**src/rtl/conv_pkg.sv**
```systemverilog
// conv_pkg: shared definitions for the convolution loop scheduler.
//   - K_DEFAULT / AW_DEFAULT: default kernel edge and address/dimension width.
//   - state_e: scheduler FSM states.
//   - tap_idx_t: one tap position (row, col, kr, kc) at the default width.
package conv_pkg;

    localparam int K_DEFAULT  = 3;
    localparam int AW_DEFAULT = 16;

    typedef enum logic [1:0] {
        ST_IDLE  = 2'd0,
        ST_RUN   = 2'd1,
        ST_FLUSH = 2'd2,
        ST_DONE  = 2'd3
    } state_e;

    typedef struct packed {
        logic [AW_DEFAULT-1:0] row;
        logic [AW_DEFAULT-1:0] col;
        logic [AW_DEFAULT-1:0] kr;
        logic [AW_DEFAULT-1:0] kc;
    } tap_idx_t;

endpackage

```
**src/rtl/loop_counter.sv**
```systemverilog
// loop_counter: bounded up-counter used as one level of a nested loop.
//   clk_i, rst_i : clock, asynchronous active-high reset
//   clear_i      : synchronous clear to 0 (wins over en_i)
//   en_i         : advance by one this cycle (deasserted = hold)
//   bound_i      : last value of the loop (inclusive), runtime
//   count_o      : current loop index
//   wrap_o       : high when an enabled step wraps bound_i back to 0;
//                  used as the enable of the next-outer loop level
module loop_counter #(
    parameter int AW = 16
) (
    input  logic          clk_i,
    input  logic          rst_i,
    input  logic          clear_i,
    input  logic          en_i,
    input  logic [AW-1:0] bound_i,
    output logic [AW-1:0] count_o,
    output logic          wrap_o
);

    logic [AW-1:0] count_q;
    logic [AW-1:0] count_d;

    // Wrap is qualified by en_i so that chaining wrap -> en gives a
    // carry that only fires on the step that actually rolls over.
    assign wrap_o  = en_i && (count_q == bound_i);
    assign count_o = count_q;

    always_comb begin
        count_d = count_q;
        if (clear_i) begin
            count_d = '0;
        end else if (en_i) begin
            count_d = wrap_o ? '0 : count_q + AW'(1);
        end
    end

    always_ff @(posedge clk_i or posedge rst_i) begin
        if (rst_i) begin
            count_q <= '0;
        end else begin
            count_q <= count_d;
        end
    end

endmodule

```
**src/rtl/conv_loop_ctrl.sv**
```systemverilog
// conv_loop_ctrl: loop scheduler for a KxK valid convolution over a
// runtime-sized W x H feature map. Iterates row / col / kr / kc (kc fastest),
// issuing one input read address per tap and one output write per pixel.
//
// Ports:
//   clk, rst            : clock, asynchronous active-high reset
//   start               : start request, accepted only in IDLE
//   cfg_width/height    : map size, sampled on the accepted start
//   stall               : backpressure; freezes iteration while high
//   rd_valid, rd_addr   : tap read strobe and address (row+kr)*W + col+kc
//   acc_clear, acc_last : first / last tap of an output pixel
//   wr_valid, wr_addr   : completed pixel write, address row*OW + col
//   busy, done, err     : status; err is sticky until the next accepted start
//   dbg_state           : current FSM state
//
// Handshake: a tap is transferred on every cycle where rd_valid is high;
// rd_valid = (state == RUN) && !stall, so stall acts as an inverted ready and
// the downstream never needs to hold a tap.
module conv_loop_ctrl
    import conv_pkg::*;
#(
    parameter int K  = K_DEFAULT,
    parameter int AW = AW_DEFAULT
) (
    input  logic          clk,
    input  logic          rst,
    input  logic          start,
    input  logic [AW-1:0] cfg_width,
    input  logic [AW-1:0] cfg_height,
    input  logic          stall,
    output logic          rd_valid,
    output logic [AW-1:0] rd_addr,
    output logic          acc_clear,
    output logic          acc_last,
    output logic          wr_valid,
    output logic [AW-1:0] wr_addr,
    output logic          busy,
    output logic          done,
    output logic          err,
    output state_e        dbg_state
);

    localparam logic [AW-1:0] K_VAL  = AW'(K);
    localparam logic [AW-1:0] K_LAST = AW'(K - 1);

    state_e        state_q, state_d;
    logic [AW-1:0] w_q;
    logic [AW-1:0] ow_q;
    logic [AW-1:0] oh_q;
    logic          err_q;
    logic          wr_valid_q;
    logic [AW-1:0] wr_addr_q;

    logic          start_ok;
    logic          cfg_bad;
    logic          tap_accept;
    logic          tap_first;
    logic          tap_last;

    logic [AW-1:0] kc, kr, col, row;
    logic          kc_wrap, kr_wrap, col_wrap, row_wrap;
    logic [AW-1:0] pix_addr;

    assign start_ok   = (state_q == ST_IDLE) && start;
    assign cfg_bad    = (cfg_width < K_VAL) || (cfg_height < K_VAL);
    assign tap_accept = (state_q == ST_RUN) && !stall;

    // ------------------------------------------------------------------
    // Nested loop counters, kc fastest. Each level steps when the level
    // inside it wraps; row wrapping marks the final tap of the layer.
    // ------------------------------------------------------------------
    loop_counter #(.AW(AW)) u_kc (
        .clk_i   (clk),
        .rst_i   (rst),
        .clear_i (start_ok),
        .en_i    (tap_accept),
        .bound_i (K_LAST),
        .count_o (kc),
        .wrap_o  (kc_wrap)
    );

    loop_counter #(.AW(AW)) u_kr (
        .clk_i   (clk),
        .rst_i   (rst),
        .clear_i (start_ok),
        .en_i    (kc_wrap),
        .bound_i (K_LAST),
        .count_o (kr),
        .wrap_o  (kr_wrap)
    );

    loop_counter #(.AW(AW)) u_col (
        .clk_i   (clk),
        .rst_i   (rst),
        .clear_i (start_ok),
        .en_i    (kr_wrap),
        .bound_i (ow_q - AW'(1)),
        .count_o (col),
        .wrap_o  (col_wrap)
    );

    loop_counter #(.AW(AW)) u_row (
        .clk_i   (clk),
        .rst_i   (rst),
        .clear_i (start_ok),
        .en_i    (col_wrap),
        .bound_i (oh_q - AW'(1)),
        .count_o (row),
        .wrap_o  (row_wrap)
    );

    // ------------------------------------------------------------------
    // Address datapath. Purely combinational from the counters, so the
    // read address naturally holds while stalled. Truncating AW-bit math.
    // ------------------------------------------------------------------
    assign tap_first = (kc == '0) && (kr == '0);
    assign tap_last  = (kc == K_LAST) && (kr == K_LAST);
    assign rd_addr   = (row + kr) * w_q + col + kc;
    assign pix_addr  = row * ow_q + col;

    // ------------------------------------------------------------------
    // FSM: state register
    // ------------------------------------------------------------------
    always_ff @(posedge clk or posedge rst) begin
        if (rst) begin
            state_q <= ST_IDLE;
        end else begin
            state_q <= state_d;
        end
    end

    // ------------------------------------------------------------------
    // FSM: next state
    // ------------------------------------------------------------------
    always_comb begin
        state_d = state_q;
        case (state_q)
            ST_IDLE: begin
                if (start) begin
                    // A too-small map has no output pixels; report and finish.
                    state_d = cfg_bad ? ST_DONE : ST_RUN;
                end
            end
            ST_RUN: begin
                if (row_wrap) begin
                    state_d = ST_FLUSH;
                end
            end
            ST_FLUSH: state_d = ST_DONE;
            ST_DONE:  state_d = ST_IDLE;
            default:  state_d = ST_IDLE;
        endcase
    end

    // ------------------------------------------------------------------
    // FSM: outputs
    // ------------------------------------------------------------------
    always_comb begin
        rd_valid  = tap_accept;
        acc_clear = tap_accept && tap_first;
        acc_last  = tap_accept && tap_last;
        busy      = (state_q != ST_IDLE);
        done      = (state_q == ST_DONE);
    end

    assign err       = err_q;
    assign wr_valid  = wr_valid_q;
    assign wr_addr   = wr_addr_q;
    assign dbg_state = state_q;

    // ------------------------------------------------------------------
    // Configuration latch and output dimensions, captured once per layer
    // so later cfg_* changes cannot disturb a running layer.
    // ------------------------------------------------------------------
    always_ff @(posedge clk or posedge rst) begin
        if (rst) begin
            w_q   <= '0;
            ow_q  <= '0;
            oh_q  <= '0;
            err_q <= 1'b0;
        end else if (start_ok) begin
            w_q   <= cfg_width;
            ow_q  <= cfg_width - K_LAST;
            oh_q  <= cfg_height - K_LAST;
            err_q <= cfg_bad;
        end
    end

    // ------------------------------------------------------------------
    // Write pipeline register: loaded on the accepted last tap of a pixel,
    // presented the next cycle independent of stall.
    // ------------------------------------------------------------------
    always_ff @(posedge clk or posedge rst) begin
        if (rst) begin
            wr_valid_q <= 1'b0;
            wr_addr_q  <= '0;
        end else begin
            wr_valid_q <= tap_accept && tap_last;
            if (tap_accept && tap_last) begin
                wr_addr_q <= pix_addr;
            end
        end
    end

endmodule

```
**config.mk**
```make
export PLATFORM = sky130hd
export DESIGN_NAME = conv_loop_ctrl
export DESIGN_NICKNAME = d
export VERILOG_FILES = /design/src/rtl/conv_pkg.sv /design/src/rtl/loop_counter.sv /design/src/rtl/conv_loop_ctrl.sv
export SDC_FILE = /design/constraint.sdc
export NUM_CORES = 1
export LEC_CHECK = 0
export BUFFER_PORTS_ARGS = -buffer_cell sky130_fd_sc_hd__buf_2
export CAP_MARGIN = 10
export CORE_AREA = 3 3 174 176
export DETAILED_ROUTE_END_ITERATION = 8
export DIE_AREA = 0 0 177 179
export GPL_TIMING_DRIVEN = 0
export PLACE_DENSITY = 0.82
export SLEW_MARGIN = 25
export SYNTH_ARGS = -nofsm -noshare
export SYNTH_HDL_FRONTEND = slang
export SYNTH_SLANG_ARGS = --single-unit
```
**constraint.sdc**
```tcl
create_clock -name clk -period 8.37 [get_ports clk]
set_input_delay 0.4185 -clock clk [delete_from_list [all_inputs] [get_ports clk]]
set_output_delay 0.4185 -clock clk [all_outputs]
set_load 0.05 [all_outputs]
```
==> run_results.csv, run 1 <==
group,metric,value,unit
status,status,"finished with violations",
status,violations,"hold timing, setup timing",
route,route.vias.total,14550,
run,cap_violations,0,
critical_path,ff2ff_path_depth,22,
route,ant_nets,0,
clock_network,htree_levels,4,
global_route,grt_pass1_wl,75.76,mm
timing,relSlewSlack,0.4270,
final_layout,design_area,19130,um^2
final_layout,drive_above_1_share,0.08956,
clock_network,path_clk_slew,0.07,ns
critical_path,worstPathMaxFanout,3,
place,placed_area,18070,um^2
critical_path,critPathLaunchType,"flip-flop",
floorplan,die_h,179,um
timing,finalWorstSetupSlack,-0.3207,ns
route,route.detailed.drc,0,
power,power_density,148.1,nW/um^2
critical_path,worstPathRequired,7.95,ns
critical_path,path_class,"flip-flop to output pin",
timing,drv_slew,0,
synth,synth-seq-cells,131,
critical_path,crit_top_cell,"xnor2_1",
timing,hold_viol,3,
clock_network,cts_made_buffers,17,
clock_network,clkLatencyLatePin,0.44,ns
clock_network,clk_path_buf_depth,2,
critical_path,cpPeakStageDelay,0.55,ns
critical_path,crit_arrival,8.27,ns
critical_path,r2r-start,"u_row.count_o[0]",
synth,syn_area_per_cell,8.503,um^2
synth,synthesis.area,17180,um^2
synth,yosysTopAreaCell,"fa_1",
timing,rsz0062_at_grt,"yes",
timing,worst_pin_slew,0.8516,ns
synth,netlist.area_leader.share,0.2366,
floorplan,start_util,0.5968,
global_route,grtUsageTotal,0.3056,
route,first_iter_violations,1378,
route,drt-total-wl,46.85,mm
route,viasPerCell,5.728,
synth,ys_seq_area_frac,0.1909,
timing,fmax,0.1151,GHz
place,port_buffers,76,
critical_path,rr_endpoint,"wr_addr[15]",
clock_network,cts_hold_buf,0,
synth,synth_nets,2394,
critical_path,rrSetupSlack,2.02,ns
synth,ys.flop_type,"dfrtp_1",
floorplan,dieArea,31680,um^2
global_route,gr-total-overflow,0,
critical_path,endpoint_kind,"output pin",
timing,finalCritPeriodShare,1.038,
place,gp_congestion,0.9723,
synth,synthArstFlopShare,1.000,
power,ir_drop,0.0002502,V
timing,timing.final.crit_period,8.691,ns
critical_path,critPathSlowestCell,"fa_1",
final_layout,fillers,2281,
global_route,grt_pass1_vias,14820,
route,wl_per_cell,18.45,um
synth,synth_cell_types,63,
timing,tns,-0.3207,ns
timing,finalSetupViolCount,1,
synth,syn_inst,2020,
timing,worst_clock_skew,0.01162,ns
synth,yosysWarningCount,0,
synth,synth_edf_count,0,
timing,whs,-0.01173,ns
hold_path,hold_class,"primary input to asynchronous set/reset pin",
clock_network,cts-root-buf,"clkbuf_16",
final_layout,syn2layout_area_growth,11.38,%
floorplan,ios,77,
power,p_leak,9.128,nW
clock_network,cts.sinks,131,
global_route,grt_max_degree,68,
floorplan,core_area,28780,um^2
final_layout,fin_nets,2516,
floorplan,rows,62,
floorplan,dieWidth,177,um
global_route,antenna_found_initial,5,
clock_network,tritoncts,"yes",
place,dp.final_hpwl,36.39,mm
synth,synth_top_cells_by_area,"fa_1, dfrtp_1, ha_1",
route,drt_pre_antenna_iters,6,
-- flip-flops by register name, summed over array words and instances (netlist names) --
signal and count:
wr_addr 16, w_q 16, u_row.count_o 16, err 1, dbg_state 2, u_kr.count_o 16
wr_valid 1, u_col.count_o 16, oh_q 16, u_kc.count_o 16, ow_q 15
-- synthesized netlist by cell type, types with 52 or more instances --
library cell	count
inv_1	333
nand2_1	291
fa_1	203
ha_1	135
dfrtp_1	131
and2_1	130
xnor2_1	124
o21ai_0	117
clkbuf_1	80
nor2_1	73
a21oi_1	53
xor2_1	52
-- kinds of logic (layout without fill, tap and decap cells) --
group,count (synthesis),count (layout),share of synthesized area
AOI/OAI and AO/OA,253,253,0.08443
xor gates and xnor gates,178,178,0.09237
adders and majority gates,338,338,0.3350
buffers and inverters,420,555,0.09237
DFF,131,131,0.1909
muxes,5,5,0.003205
other,0,1,0
and+or+nand+nor,695,695,0.2018
-- worst max-delay path, delay by kind of cell, from the launching register on --
family / cells / cell delay, ns
adder cells (fa/ha/maj): 7 / 3.15
XOR/XNOR: 12 / 2.38
AO/OA/AOI/OAI: 6 / 1.12
flip-flops: 1 / 0.47
buffers and inverters: 3 / 0.36
AND/OR/NAND/NOR: 2 / 0.31
-- layout by cell type, fill, tap and decap left out, types with 5 or more instances in the layout --
cell         n
a21boi_0     5
a21o_1      10
a21oi_1     52
and2_1     130
and3_1      36
buf_2       80
buf_4       28
clkbuf_1    78
clkbuf_16   17
dfrtp_1    123
dfrtp_2      8
fa_1       200
ha_1       130
ha_4         5
inv_1      331
inv_8        6
nand2_1    290
nand2b_1    17
nand3_1     26
nand3b_1    16
nand4_1     10
nor2_1      73
nor2b_1     18
nor3_1      25
nor3b_1     12
nor4_1      15
o21ai_0    114
o21ai_1     26
o31ai_1      7
or3_1        6
or4_1        7
xnor2_1    119
xor2_1      47
-- layout make-up --
class / count / area, um^2 / area share
Multi-Input combinational cell: 1469 / 12570 / 0.6570
Tap cell: 384 / 480.5 / 0.02512
Antenna cell: 1 / 2.502 / 0.0001308
Clock inverter: 15 / 160.2 / 0.008372
Clock buffer: 17 / 425.4 / 0.02224
Buffer: 86 / 335.3 / 0.01753
Inverter: 334 / 1264 / 0.06606
Timing Repair Buffer: 103 / 605.6 / 0.03166
Sequential cell: 131 / 3288 / 0.1719
-- where the power goes --
group / internal (mW) / leakage, nW / switching (mW)
Sequential: 0.751 / 1.74 / 0.164
Combinational: 0.340 / 7.10 / 0.814
Clock: 0.423 / 0.288 / 0.342
Total: 1.51 / 9.13 / 1.32
-- per-stage QoR --
| step | setup WS [ns] | util | power [mW] | instances |
|---|---|---|---|---|
| after floorplan | 0.07230 | - | 1.658 | 2020 |
| after global placement | -0.7503 | 0.6267 | 1.989 | 2480 |
| after detailed placement | -0.9588 | 0.6279 | 2.034 | 2481 |
| after CTS | -0.1572 | 0.6589 | 2.795 | 2527 |
| after global routing | -0.4044 | 0.6647 | 2.973 | 2540 |
| final | -0.3207 | 0.6647 | 2.834 | 2540 |
-- worst max path at each step --
| stage | depth (start not counted) | start | end | slack (ns) |
|---|---|---|---|---|
| floorplan | 29 | u_row.count_o[1] | rd_addr[15] | 0.07 |
| global placement | 28 | u_row.count_o[1] | rd_addr[15] | -0.75 |
| detailed placement | 28 | u_row.count_o[1] | rd_addr[15] | -0.96 |
| CTS | 30 | u_row.count_o[1] | rd_addr[15] | -0.16 |
| global route | 30 | u_row.count_o[1] | rd_addr[15] | -0.40 |
| finish | 30 | u_row.count_o[1] | rd_addr[15] | -0.32 |
-- routing by layer --
layer / share of wire / track usage / wire [um] / up-vias
li1: - / - / - / 6591
met1: 0.41 / 0.4111 / 19040 / 7053
met2: 0.46 / 0.4897 / 21360 / 740
met3: 0.098 / 0.06099 / 4603 / 158
met4: 0.038 / 0.1211 / 1787 / 8
met5: 0.0012 / 0 / 56 / -
-- timing repair --
item                       CTS  global route
pin swaps                   29            21
buffers inserted            14            12
setup endpoints to repair    2             2
gates resized for setup     39            12
(Power assumes the default switching activity.)
==> inputs of run 2 (changes only) <==
--- a/config.mk
+++ b/config.mk
@@ -10,7 +10,7 @@
 export CORE_AREA = 3 3 174 176
 export DETAILED_ROUTE_END_ITERATION = 8
 export DIE_AREA = 0 0 177 179
-export GPL_TIMING_DRIVEN = 0
+export GPL_TIMING_DRIVEN = 1
 export PLACE_DENSITY = 0.82
 export SLEW_MARGIN = 25
 export SYNTH_ARGS = -nofsm -noshare
==> run 2 against run 1 <==
Effect of this change: the run now ends clean; cell area decreased by 1.6%; non-clock buffer count is 74 lower; register-to-register slack gained 0.47 ns; sequential power rose by 18%; clock power shrank 1%; sequential share of layout area increased by 0.24 points; final cell count decreased by 2.9%; worst hold slack gained 0.061 ns; first-iteration DRC count fell by 7.5%; critical endpoint unchanged; largest power group is now registers.
==> run_results.csv, run 2 (same netlist as run 1, synthesis figures left out) <==
group,metric,value,unit
timing,rsz0062_at_grt,"yes",
critical_path,ff2ff_path_depth,20,
power,p_total,2.751,mW
global_route,grt_pass1_vias,14610,
floorplan,dieWidth,177,um
critical_path,crit_arrival,7.68,ns
critical_path,cp_num_buf_inv,5,
clock_network,cts-root-buf,"clkbuf_16",
route,route.detailed.drc,0,
critical_path,endpoint_kind,"output pin",
final_layout,syn2layout_area_growth,9.587,%
place,dp.final_hpwl,33.76,mm
timing,worst_pin_slew,1.017,ns
final_layout,final_cell_mix,"inv_1, nand2_1, fa_1",
floorplan,die_h,179,um
power,ir_drop,0.0002284,V
timing,hold_viol,0,
route,first_iter_violations,1274,
floorplan,ios,77,
hold_path,hold_class,"primary input to asynchronous set/reset pin",
timing,timing.final.crit_period,8.097,ns
global_route,gr-total-overflow,0,
critical_path,path_delay_family,"adder cells",
final_layout,fillers,2275,
route,ant_nets,0,
timing,relSlewSlack,0.3209,
power,p_leak,9.034,nW
clock_network,tritoncts,"yes",
critical_path,crit_top_cell,"xnor2_1",
power,power_density,146.1,nW/um^2
floorplan,start_util,0.5968,
place,port_buffers,76,
clock_network,clkLatencyLatePin,0.43,ns
route,wl_per_cell,18.17,um
run,cap_violations,0,
critical_path,rrSetupSlack,2.49,ns
clock_network,clk_path_buf_depth,2,
final_layout,drive_above_1_share,0.09274,
route,route.vias.total,14240,
route,viasPerCell,5.770,
final_layout,fin_nets,2442,
status,status,"finished, final reports clean",
timing,worst_clock_skew,0.01382,ns
floorplan,core_area,28780,um^2
critical_path,worstPathMaxFanout,6,
place,gp_congestion,0.9612,
clock_network,cts_made_buffers,17,
floorplan,dieArea,31680,um^2
critical_path,worstPathRequired,7.95,ns
global_route,grt_max_degree,76,
place,dpl.cell_count,2423,
timing,drv_slew,0,
clock_network,cts.sinks,131,
timing,finalCritPeriodShare,0.9673,
global_route,grtUsageTotal,0.2913,
critical_path,critPathSlowestCell,"fa_1",
critical_path,cpPeakStageDelay,0.51,ns
critical_path,r2r-start,"ow_q[2]",
route,drt_pre_antenna_iters,8,
clock_network,htree_levels,4,
critical_path,rr_endpoint,"wr_addr[15]",
critical_path,critPathLaunchType,"flip-flop",
timing,fmax,0.1235,GHz
final_layout,layout_commonest_cell,"inv_1",
global_route,grt_pass1_wl,73.10,mm
timing,finalSetupViolCount,0,
final_layout,finalNonFillerCells,2467,
floorplan,rows,62,
critical_path,path_class,"flip-flop to output pin",
route,drt-total-wl,44.83,mm
global_route,antenna_found_initial,2,
clock_network,path_clk_slew,0.07,ns
[run 2: cell types whose count changed in the layout (fill, tap and decap cells not counted), sizes merged]
cell,before,now
buf,109,115
clkinvlp,1,3
clkinv,5,3
diode,1,2
clkbuf,97,17
[run 2: per-stage QoR]
step / TNS (ns) / setup WS (ns) / utilization / instance area, um^2 / hold WS, ns
floorplan: 0 / 0.07230 / - / 17180 / 0.4460
global placement: 0 / 0.1384 / 0.6231 / 17930 / 0.4557
detailed placement: -0.1701 / -0.1701 / 0.6231 / 17930 / 0.4648
CTS: 0 / 0.004960 / 0.6506 / 18720 / 0.06600
global route: -0.09200 / -0.07766 / 0.6538 / 18820 / 0.08514
finish: 0 / 0.2734 / 0.6540 / 18820 / 0.04911
[run 2: worst max path at each step]
stage / depth (start not counted) / slack, ns / startpoint / to
3_3_place_gp: 31 / 0.14 / u_kr.count_o[0] / rd_addr[15]
3_5_place_dp: 29 / -0.17 / u_kr.count_o[1] / rd_addr[15]
6_report: 30 / 0.27 / u_kr.count_o[0] / rd_addr[15]
5_1_grt: 32 / -0.08 / u_kr.count_o[0] / rd_addr[15]
2_1_floorplan: 29 / 0.07 / u_row.count_o[1] / rd_addr[15]
4_1_cts: 30 / 0.005 / u_kr.count_o[4] / rd_addr[15]
[run 2: final cells by class]
type / count / area, um^2 / area share
antenna: 2 / 5.005 / 0.0002659
clock buffer: 17 / 425.4 / 0.02260
clock inverter: 15 / 163.9 / 0.008708
inverter: 334 / 1259 / 0.06688
multi-input combinational: 1469 / 12530 / 0.6658
sequential: 131 / 3281 / 0.1743
tap: 384 / 480.5 / 0.02553
timing repair buffer: 115 / 675.6 / 0.03590
[run 2: worst reg2reg max path: stages (launching register included)]
cell     delay (ns)
dfrtp_1        0.86
nand2_1        0.18
fa_1           0.54
inv_1          0.05
fa_1           0.53
inv_1          0.05
fa_1           0.50
inv_1          0.06
fa_1           0.53
inv_1          0.05
fa_1           0.48
inv_1          0.05
fa_1           0.41
xnor2_1        0.20
xnor2_1        0.16
xnor2_1        0.11
xnor2_1        0.22
xnor2_1        0.12
xnor2_1        0.39
xnor2_1        0.19
o21ai_0        0.09
[run 2: routing by layer]
layer	GRT usage	part of all wire	vias up
met4	0.1316	0.049	4
met2	0.4801	0.46	711
li1	-	-	6429
met3	0.05697	0.092	154
met5	0	0.00054	-
met1	0.3739	0.40	6937
[run 2: what timing repair did]
| item | CTS | global route |
|---|---|---|
| setup endpoints to repair | 1 | 1 |
| resized for setup | 26 | 12 |
| buffers inserted | 5 | 5 |
| hold buffers | 0 | 0 |
| pin swaps | 9 | 31 |
[run 2: report_power, final]
group / internal [mW] / switching (mW) / leakage, nW / total, mW
Combinational: 0.316 / 0.601 / 7.01 / 0.916
Clock: 0.423 / 0.334 / 0.280 / 0.757
Sequential: 0.748 / 0.329 / 1.75 / 1.08
==> inputs of run 3 (changes only) <==
--- a/config.mk
+++ b/config.mk
@@ -12,6 +12,7 @@
 export DIE_AREA = 0 0 177 179
 export GPL_TIMING_DRIVEN = 1
 export PLACE_DENSITY = 0.82
+export REMOVE_ABC_BUFFERS = 1
 export SLEW_MARGIN = 25
 export SYNTH_ARGS = -nofsm -noshare
 export SYNTH_HDL_FRONTEND = slang
==> run 3 against run 2 <==
Effect of this change: global-route usage increased by 0.15 points; highest routed layer is now met4; fmax decreased by 0.63%; critical path depth unchanged; critical endpoint unchanged; power rose by 0.60%; largest cell class unchanged; combinational power decreased by 0.5%; cell area fell by 0.18%.
==> run_results.csv, run 3 (same netlist as run 1, synthesis figures left out) <==
group,metric,value,unit
status,status,"finished, final reports clean",
critical_path,crit_top_cell,"xnor2_1",
final_layout,final_cell_mix,"inv_1, nand2_1, fa_1",
timing,worst_pin_slew,1.022,ns
final_layout,layout_commonest_cell,"inv_1",
timing,finalCritPeriodShare,0.9735,
power,p_total,2.767,mW
global_route,antenna_found_initial,0,
place,gp_congestion,0.9568,
route,drt-total-wl,44.66,mm
timing,finalWorstSetupSlack,0.2221,ns
place,port_buffers,76,
route,ant_nets,0,
final_layout,regArea,3279,um^2
global_route,gr-total-overflow,0,
final_layout,multiInputGateArea,12470,um^2
timing,timing.final.crit_period,8.148,ns
run,cap_violations,0,
floorplan,start_util,0.5968,
floorplan,die_h,179,um
place,dp_slack,-0.1077,ns
place,dp.final_hpwl,34.20,mm
final_layout,drive_above_1_share,0.09108,
final_layout,num_antenna_cells,0,
timing,fmax,0.1227,GHz
route,routed-wl-met3,3.419,mm
critical_path,ff2ff_path_depth,20,
critical_path,worstPathRequired,7.95,ns
critical_path,crit_start,"u_row.count_o[1]",
route,first_iter_violations,1210,
final_layout,fin_nets,2447,
critical_path,worstPathMaxFanout,3,
floorplan,rows,62,
critical_path,crit_arrival,7.73,ns
route,drt_pre_antenna_iters,5,
floorplan,dieWidth,177,um
route,wl_met2,21.46,mm
global_route,grt_pass1_wl,72.97,mm
critical_path,cpPeakStageDelay,0.57,ns
power,power_density,147.3,nW/um^2
timing,worst_clock_skew,0.01846,ns
clock_network,cts_made_buffers,17,
timing,rsz0062_at_grt,"yes",
route,top_layer_used,"met4",
timing,drv_slew,0,
floorplan,core_area,28780,um^2
clock_network,cts.sinks,131,
critical_path,endpoint_kind,"output pin",
critical_path,critPathLaunchType,"flip-flop",
global_route,grt_pass1_vias,14470,
route,route.detailed.drc,0,
clock_network,clkLatencyLatePin,0.44,ns
floorplan,dieArea,31680,um^2
timing,finalSetupViolCount,0,
final_layout,fillers,2318,
timing,relSlewSlack,0.3170,
clock_network,cts-root-buf,"clkbuf_16",
clock_network,tritoncts,"yes",
power,p_leak,9.056,nW
clock_network,htree_levels,4,
route,wl_per_cell,18.08,um
hold_path,hold_class,"primary input to asynchronous set/reset pin",
critical_path,critPathSlowestCell,"fa_1",
timing,hold_viol,0,
clock_network,cts_hold_buf,0,
global_route,grtUsageTotal,0.2927,
power,ir_drop,0.0002697,V
critical_path,r2r-start,"ow_q[1]",
clock_network,path_clk_slew,0.07,ns
route,viasPerCell,5.696,
critical_path,path_class,"flip-flop to output pin",
route,wl_met1,18.59,mm
clock_network,clk_path_buf_depth,2,
route,route.vias.total,14070,
global_route,grt_max_degree,76,
final_layout,syn2layout_area_growth,9.390,%
floorplan,ios,77,
run 3: critical path: cells and delay by family (launching register included):
| kind | cells | cell delay (ns) |
|---|---|---|
| adders and majority gates | 7 | 3.11 |
| DFF | 1 | 0.41 |
| xor gates and xnor gates | 12 | 2.14 |
| buffers and inverters | 3 | 0.34 |
| AOI/OAI and AO/OA | 6 | 1.04 |
| and+or+nand+nor | 2 | 0.23 |
run 3: area by class of cell:
type / instances / area share
multi-input cells: 1469 / 0.6637
flip-flops and latches: 131 / 0.1745
inverters: 334 / 0.06700
repair buffers: 120 / 0.03816
well taps: 384 / 0.02557
clock buffers: 17 / 0.02264
clock inverters: 15 / 0.008391
run 3: worst paths after layout:
check	slack, ns	end
setup reg to reg	2.47	wr_addr[15]
hold / removal	0.04	u_kc.count_o[10]
hold reg to reg	0.47	wr_addr[9]
min in group clk	0.24	oh_q[1]
max in group asynchronous	6.93	u_kr.count_o[5]
setup / recovery	0.22	rd_addr[15]
run 3: repair_timing:
action,4_1_cts,5_1_grt
gates resized for setup,24,6
setup buffers,1,2
setup endpoints to repair,1,1
pin swaps,17,23
run 3: where the power goes:
| group | switching, mW | total (mW) | internal (mW) |
|---|---|---|---|
| sequential | 0.327 | 1.07 | 0.748 |
| clock | 0.359 | 0.782 | 0.423 |
| combinational | 0.594 | 0.911 | 0.317 |
run 3: per-layer routing:
| metal | GRT usage | up-vias |
|---|---|---|
| li1 | - | 6441 |
| met1 | 0.3926 | 6942 |
| met2 | 0.4896 | 586 |
| met3 | 0.04913 | 99 |
| met4 | 0.09067 | 0 |
| met5 | 0 | - |
run 3: metrics by stage:
| step | instance area [um^2] | instances | hold slack [ns] | TNS (ns) | util |
|---|---|---|---|---|---|
| floorplan | 16840 | 1934 | 0.4460 | -0.09002 | - |
| global placement | 18020 | 2435 | 0.4559 | 0 | 0.6261 |
| detailed placement | 18020 | 2435 | 0.4620 | -0.1077 | 0.6261 |
| CTS | 18730 | 2468 | 0.08432 | 0 | 0.6509 |
| global route | 18790 | 2470 | 0.08212 | -0.1333 | 0.6528 |
| finish | 18790 | 2470 | 0.04186 | 0 | 0.6528 |
